## config.mk

```make
export PLATFORM = sky130hd
export DESIGN_NAME = encoder_speed_window
export DESIGN_NICKNAME = d
export VERILOG_FILES = /design/src/rtl/encoder_speed_window_pkg.sv /design/src/rtl/encoder_speed_window_input_cond.sv /design/src/rtl/encoder_speed_window.sv
export SDC_FILE = /design/constraint.sdc
export NUM_CORES = 1
export LEC_CHECK = 0
export CORE_MARGIN = 5
export CORE_UTILIZATION = 40
export DETAILED_ROUTE_END_ITERATION = 12
export DONT_BUFFER_PORTS = 1
export GPL_TIMING_DRIVEN = 0
export HOLD_SLACK_MARGIN = 0.1
export PLACE_DENSITY = 0.61
export SYNTH_ARGS = -nofsm -noshare
export SYNTH_HDL_FRONTEND = slang
export SYNTH_SLANG_ARGS = --single-unit
export TNS_END_PERCENT = 30
```

## constraint.sdc

```tcl
create_clock -name clk -period 5.7 [get_ports clk]
set_input_delay 0.285 -clock clk [delete_from_list [all_inputs] [get_ports clk]]
set_output_delay 0.285 -clock clk [all_outputs]
set_load 0.02 [all_outputs]
```

## src/rtl/encoder_speed_window_pkg.sv

```systemverilog
// Shared definitions for the quadrature speed-window block: Gray-code state
// constants, decoded step kinds, start-up phases and the transition decoder.
package encoder_speed_window_pkg;

    localparam logic [1:0] QS_00 = 2'b00;
    localparam logic [1:0] QS_01 = 2'b01;
    localparam logic [1:0] QS_11 = 2'b11;
    localparam logic [1:0] QS_10 = 2'b10;

    typedef enum logic [1:0] {
        STEP_NONE    = 2'd0,
        STEP_FWD     = 2'd1,
        STEP_REV     = 2'd2,
        STEP_ILLEGAL = 2'd3
    } step_t;

    typedef enum logic {
        PH_PRIME = 1'b0,
        PH_RUN   = 1'b1
    } phase_t;

    // Forward order is 00 -> 01 -> 11 -> 10 -> 00, channel A in the MSB.
    function automatic logic [1:0] next_fwd(input logic [1:0] s);
        logic [1:0] n;
        case (s)
            QS_00:   n = QS_01;
            QS_01:   n = QS_11;
            QS_11:   n = QS_10;
            QS_10:   n = QS_00;
            default: n = QS_00;
        endcase
        return n;
    endfunction

    function automatic step_t decode_step(input logic [1:0] prev, input logic [1:0] cur);
        step_t s;
        if (prev == cur) begin
            s = STEP_NONE;
        end else if (cur == next_fwd(prev)) begin
            s = STEP_FWD;
        end else if (prev == next_fwd(cur)) begin
            s = STEP_REV;
        end else begin
            s = STEP_ILLEGAL;
        end
        return s;
    endfunction

endpackage

```

## src/rtl/encoder_speed_window_input_cond.sv

```systemverilog
// enc_input_cond: multi-stage synchronizer for one encoder channel, followed by
// a stability filter when ENC_GLITCH_FILTER_EN is defined.
module enc_input_cond #(
    parameter int SYNC_STAGES = 2,
    parameter int FILT_CYCLES = 4
) (
    input  logic clk,
    input  logic rst,
    input  logic din,
    output logic dout
);

    if (SYNC_STAGES < 2 || FILT_CYCLES < 1) begin : g_param_check
        $error("enc_input_cond: SYNC_STAGES must be >= 2 and FILT_CYCLES >= 1");
    end

    logic [SYNC_STAGES-1:0] sync_r;

    // Synchronizer shift chain, oldest sample in the MSB.
    always_ff @(posedge clk) begin
        if (rst) begin
            sync_r <= '0;
        end else begin
            sync_r <= {sync_r[SYNC_STAGES-2:0], din};
        end
    end

`ifdef ENC_GLITCH_FILTER_EN
    localparam int FW = (FILT_CYCLES > 1) ? $clog2(FILT_CYCLES) : 1;

    logic [FW-1:0] filt_cnt_r;
    logic          filt_r;

    // A new level is accepted only after FILT_CYCLES consecutive differing samples.
    always_ff @(posedge clk) begin
        if (rst) begin
            filt_cnt_r <= '0;
            filt_r     <= 1'b0;
        end else if (sync_r[SYNC_STAGES-1] == filt_r) begin
            filt_cnt_r <= '0;
            filt_r     <= filt_r;
        end else if (filt_cnt_r == FW'(FILT_CYCLES - 1)) begin
            filt_cnt_r <= '0;
            filt_r     <= sync_r[SYNC_STAGES-1];
        end else begin
            filt_cnt_r <= filt_cnt_r + FW'(1);
            filt_r     <= filt_r;
        end
    end

    assign dout = filt_r;
`else
    assign dout = sync_r[SYNC_STAGES-1];
`endif

endmodule

```

## src/rtl/encoder_speed_window.sv

```systemverilog
// Quadrature encoder x4 decoder with fixed-length measurement windows, saturating
// signed step count and per-window overflow/illegal flags. Optional input glitch
// filtering is enabled by defining ENC_GLITCH_FILTER_EN.
module encoder_speed_window
    import encoder_speed_window_pkg::*;
#(
    parameter int CNT_W       = 16,
    parameter int WIN_CYCLES  = 254,
    parameter int SYNC_STAGES = 2,
    parameter int FILT_CYCLES = 4
) (
    input  logic                    clk,
    input  logic                    rst,
    input  logic                    enc_a,
    input  logic                    enc_b,
    output logic signed [CNT_W-1:0] count_out,
    output logic                    count_valid,
    output logic                    dir,
    output logic                    ovf,
    output logic                    err
);

    if (WIN_CYCLES < 2 || WIN_CYCLES > (1 << 24) || CNT_W < 2) begin : g_param_check
        $error("encoder_speed_window: WIN_CYCLES must be 2..2^24 and CNT_W >= 2");
    end

    localparam int WIN_W        = $clog2(WIN_CYCLES);
    localparam int PRIME_CYCLES = SYNC_STAGES + 1;
    localparam int PRIME_W      = $clog2(PRIME_CYCLES + 1);

    localparam logic signed [CNT_W-1:0] ACC_MAX = {1'b0, {(CNT_W-1){1'b1}}};
    localparam logic signed [CNT_W-1:0] ACC_MIN = {1'b1, {(CNT_W-1){1'b0}}};
    localparam logic signed [CNT_W-1:0] ACC_ONE = CNT_W'(1);

    logic                    a_s;
    logic                    b_s;
    logic [1:0]              cur_s;
    logic [1:0]              prev_r;
    phase_t                  phase_r;
    phase_t                  phase_next_s;
    logic [PRIME_W-1:0]      prime_cnt_r;
    logic                    primed_s;
    step_t                   step_s;
    logic [WIN_W-1:0]        win_cnt_r;
    logic                    terminal_s;
    logic signed [CNT_W-1:0] acc_r;
    logic signed [CNT_W-1:0] acc_next_s;
    logic                    clip_s;
    logic                    illegal_s;
    logic                    ovf_flag_r;
    logic                    err_flag_r;

    enc_input_cond #(
        .SYNC_STAGES (SYNC_STAGES),
        .FILT_CYCLES (FILT_CYCLES)
    ) u_cond_a (
        .clk  (clk),
        .rst  (rst),
        .din  (enc_a),
        .dout (a_s)
    );

    enc_input_cond #(
        .SYNC_STAGES (SYNC_STAGES),
        .FILT_CYCLES (FILT_CYCLES)
    ) u_cond_b (
        .clk  (clk),
        .rst  (rst),
        .din  (enc_b),
        .dout (b_s)
    );

    assign cur_s = {a_s, b_s};

    // Start-up phase register; decoding stays off until the synchronizers hold real samples.
    always_ff @(posedge clk) begin
        if (rst) begin
            phase_r <= PH_PRIME;
        end else begin
            phase_r <= phase_next_s;
        end
    end

    always_ff @(posedge clk) begin
        if (rst) begin
            prime_cnt_r <= '0;
        end else if (phase_r == PH_PRIME) begin
            prime_cnt_r <= prime_cnt_r + PRIME_W'(1);
        end else begin
            prime_cnt_r <= prime_cnt_r;
        end
    end

    always_comb begin
        phase_next_s = phase_r;
        case (phase_r)
            PH_PRIME: begin
                if (prime_cnt_r == PRIME_W'(PRIME_CYCLES - 1)) begin
                    phase_next_s = PH_RUN;
                end else begin
                    phase_next_s = PH_PRIME;
                end
            end
            PH_RUN:  phase_next_s = PH_RUN;
            default: phase_next_s = PH_PRIME;
        endcase
    end

    always_comb begin
        primed_s = 1'b0;
        case (phase_r)
            PH_RUN:  primed_s = 1'b1;
            default: primed_s = 1'b0;
        endcase
    end

    // Previous state tracks the input even while priming, so the first decode sees no jump.
    always_ff @(posedge clk) begin
        if (rst) begin
            prev_r <= QS_00;
        end else begin
            prev_r <= cur_s;
        end
    end

    always_comb begin
        step_s = STEP_NONE;
        if (primed_s) begin
            step_s = decode_step(prev_r, cur_s);
        end else begin
            step_s = STEP_NONE;
        end
    end

    // Saturating next accumulator value; a clipped step only raises the overflow flag.
    always_comb begin
        acc_next_s = acc_r;
        clip_s     = 1'b0;
        case (step_s)
            STEP_FWD: begin
                if (acc_r == ACC_MAX) begin
                    clip_s = 1'b1;
                end else begin
                    acc_next_s = acc_r + ACC_ONE;
                end
            end
            STEP_REV: begin
                if (acc_r == ACC_MIN) begin
                    clip_s = 1'b1;
                end else begin
                    acc_next_s = acc_r - ACC_ONE;
                end
            end
            default: begin
                acc_next_s = acc_r;
                clip_s     = 1'b0;
            end
        endcase
    end

    assign illegal_s  = (step_s == STEP_ILLEGAL);
    assign terminal_s = (win_cnt_r == WIN_W'(WIN_CYCLES - 1));

    always_ff @(posedge clk) begin
        if (rst) begin
            win_cnt_r <= '0;
        end else if (terminal_s) begin
            win_cnt_r <= '0;
        end else begin
            win_cnt_r <= win_cnt_r + WIN_W'(1);
        end
    end

    // Window accumulator and flags restart empty after the terminal cycle.
    always_ff @(posedge clk) begin
        if (rst) begin
            acc_r      <= '0;
            ovf_flag_r <= 1'b0;
            err_flag_r <= 1'b0;
        end else if (terminal_s) begin
            acc_r      <= '0;
            ovf_flag_r <= 1'b0;
            err_flag_r <= 1'b0;
        end else begin
            acc_r      <= acc_next_s;
            ovf_flag_r <= ovf_flag_r | clip_s;
            err_flag_r <= err_flag_r | illegal_s;
        end
    end

    // Result registers include the terminal cycle's own step and events.
    always_ff @(posedge clk) begin
        if (rst) begin
            count_out   <= '0;
            count_valid <= 1'b0;
            ovf         <= 1'b0;
            err         <= 1'b0;
        end else if (terminal_s) begin
            count_out   <= acc_next_s;
            count_valid <= 1'b1;
            ovf         <= ovf_flag_r | clip_s;
            err         <= err_flag_r | illegal_s;
        end else begin
            count_out   <= count_out;
            count_valid <= 1'b0;
            ovf         <= ovf;
            err         <= err;
        end
    end

    always_ff @(posedge clk) begin
        if (rst) begin
            dir <= 1'b0;
        end else if (step_s == STEP_FWD) begin
            dir <= 1'b1;
        end else if (step_s == STEP_REV) begin
            dir <= 1'b0;
        end else begin
            dir <= dir;
        end
    end

endmodule

```

==> reports/results.ini <==
[run_status]
status = finished with violations
violations = capacitance limit

[logic_synthesis]
synth-edff-count = 0
synthCells = 385
synth_ff_type = dfxtp_1
syn_nets = 398
synth_top_cell_area_share_pct = 35.85
ys_ff_latch = 55
syn-cell-area_sq_um = 3072
yosysTopAreaCell = dfxtp_1
synth_area_leaders = dfxtp_1, nor2_1, nand2_1
synth_cell_types = 58
ys_warn_count = 0
synth_async_sr_flop_share_pct = 0
syn_avg_cell_area_sq_um = 7.978
yosysSeqAreaShare_pct = 35.85

[critical_path]
required_ns = 5.89
path_buf_inv = 1
critical_path_arrival_ns = 3.56
crit_slowest_cell = nor4_1
cp_slowest_stage_delay_ns = 1.31
cp_cell_sequence = clkbuf_1 > nand4_1 > nor4_1 > nor4_1 > nor4_1 > o31ai_1
cp_top_family = simple AND/OR/NAND/NOR gates
critical_path.max_fanout = 10
critPathKind = reg2reg
path_common_cell = nor4_1
crit_path_end_kind = register
critPathLaunchType = register

[layout]
diodes = 0
fillers = 803
final_cell_mix = dfxtp_1, nor2_1, nand2_1, clkbuf_1, o21ai_0
final_util_pct = 43.57
layout-drive-gt1-share_pct = 4.304
final_common_cell = dfxtp_1
nets = 407
syn2layout_area_growth_pct = 7.902

[route]
drc_errors = 0
wl_per_cell_um = 19.10
postRouteAntennaNets = 0
dr.pass1.iters = 7
vias = 3052
avgViaCountPerCell = 6.141
wl_um = 9491
first_iter_violations = 253

[cts]
cts_made_buffers = 5
cts_tree = done
ctsRootBufferMaster = clkbuf_8
clock_sinks = 55
h-tree-depth = 2
insertion_delay_ns = 0.32
clkTransAtPathRegs_ns = 0.11
cts_buffer_depth = 2

[floorplanning]
start_util_pct = 40.38
die_y_um = 97.63
ios = 24
die_x_um = 97.63
core-area_sq_um = 7607
dieArea_sq_um = 9532
rows = 32

[timing]
rsz0062_at_grt = no
drv_slew = 0
fin_crit_sh_pct = 59.09
worst_slack_ns = 2.332
timing.fmax_mhz = 296.9
tightest_slew_ns = 1.480
hold_ws_ns = 0.3073
maxSlewHeadroom_pct = 0.4490
finalSetupTns_ns = 0
fin_worst_skew_ns = 0.006976
hold_viol = 0
fin_crit_ns = 3.368
setup_viol = 0

[place]
place_hpwl_um = 6796
place_ws_ns = 2.614
place_congestion = 0.9707
port_buffers = 0

[power_and_ir_drop]
p_per_area_nw_per_um2 = 227.8
p_leak_nw = 1.131
total_power_mw = 0.7551
ir_drop_v = 0.0001650

[hold_path]
hold_path_class = in2reg

[grt]
grt_overflow = 0
grt_pass1_vias = 2914
antenna_found_initial = 0
grt_usage_pct = 19.67
grt_max_degree = 20
grt_pass1_wl_um = 15280

[run]
max_cap_viol_count = 1

[report_power, final]
part           internal (mW)  switching, mW  leakage (nW)
sequential             0.398         0.0116         0.445
clock                 0.0909          0.143        0.0491
combinational         0.0400         0.0714         0.636
[per-layer routing]
layer / track usage [%] / part of all wire (%)
met1: 24.87 / 42
met2: 32.63 / 47
met3: 4.523 / 8.0
met4: 7.135 / 2.7
met5: 0 / 0
[timing repair]
action | in CTS | in global routing
hold endpoints to repair | 2 | 0
gates resized for setup | 0 | 0
endpoints found under the setup margin | 0 | 0
buffers inserted | 0 | 0
hold buffers | 2 | 0
[through the flow]
stage	cell area [sq um]	cells
2_1_floorplan	3072	385
6_report	3314	497
3_5_place_dp	3199	487
3_3_place_gp	3199	487
4_1_cts	3314	497
5_1_grt	3314	497
[cell usage after synthesis, drive strengths merged (4+ instances only)]
library cell,number
nor2,39
nor2b,8
nand2b,6
nand3,19
dfxtp,55
o41ai,5
o21ai,21
o311ai,4
nor3,12
or4,4
xor2,5
clkbuf,32
nor4,10
ha,9
a21oi,10
nand4,9
inv,9
nand2,35
nor4b,5
a211oi,4
or3,7
o31ai,4
o211ai,7
and3,4
a31oi,7
[path summary, 6_finish.rpt]
check                                         from                  to  slack (ns)  cells past startpoint
worst max register to register            acc_r[3]       count_out[15]        2.33                      6
worst max-delay path                      acc_r[3]       count_out[15]        2.33                      6
worst min register to register  u_cond_a.sync_r[0]  u_cond_a.sync_r[1]        0.45                      1
worst min-delay path                           rst           prev_r[1]        0.31                      2
[final cells by class]
type                       count  area, sq um  share of cell area (%)
inverter                       9        33.78                   1.019
clock inverter                 3        26.28                  0.7928
tap                          102        127.6                   3.850
timing repair buffer           2        20.02                  0.6040
sequential                    55         1101                   33.22
clock buffer                   5        68.82                   2.076
buffer                        33        125.1                   3.775
multi-input combinational    288         1812                   54.66
[worst reg2reg max path, delay by kind of cell, from the launching register on]
family / cells / cell delay [ns]
AOI/OAI and AO/OA: 1 / 0.16
buffers and inverters: 1 / 0.33
DFF: 1 / 0.38
and+or+nand+nor: 4 / 2.36
[flip-flops by register name, indices dropped and copies added (netlist names), 2 cells and up]
name             count
prev_r               2
count_out           16
u_cond_a.sync_r      2
prime_cnt_r          2
win_cnt_r            8
acc_r               16
u_cond_b.sync_r      2
[logic make-up after synthesis]
kind of cell	after synthesis	share of synthesized area, %
adders and majority gates	9	3.666
buffers and inverters	42	5.173
xor gates and xnor gates	7	1.996
and+or+nand+nor	174	30.02
DFF	55	35.85
AOI/OAI and AO/OA	93	21.59
muxes	5	1.711
No activity file was read; power rests on OpenSTA's default activity.
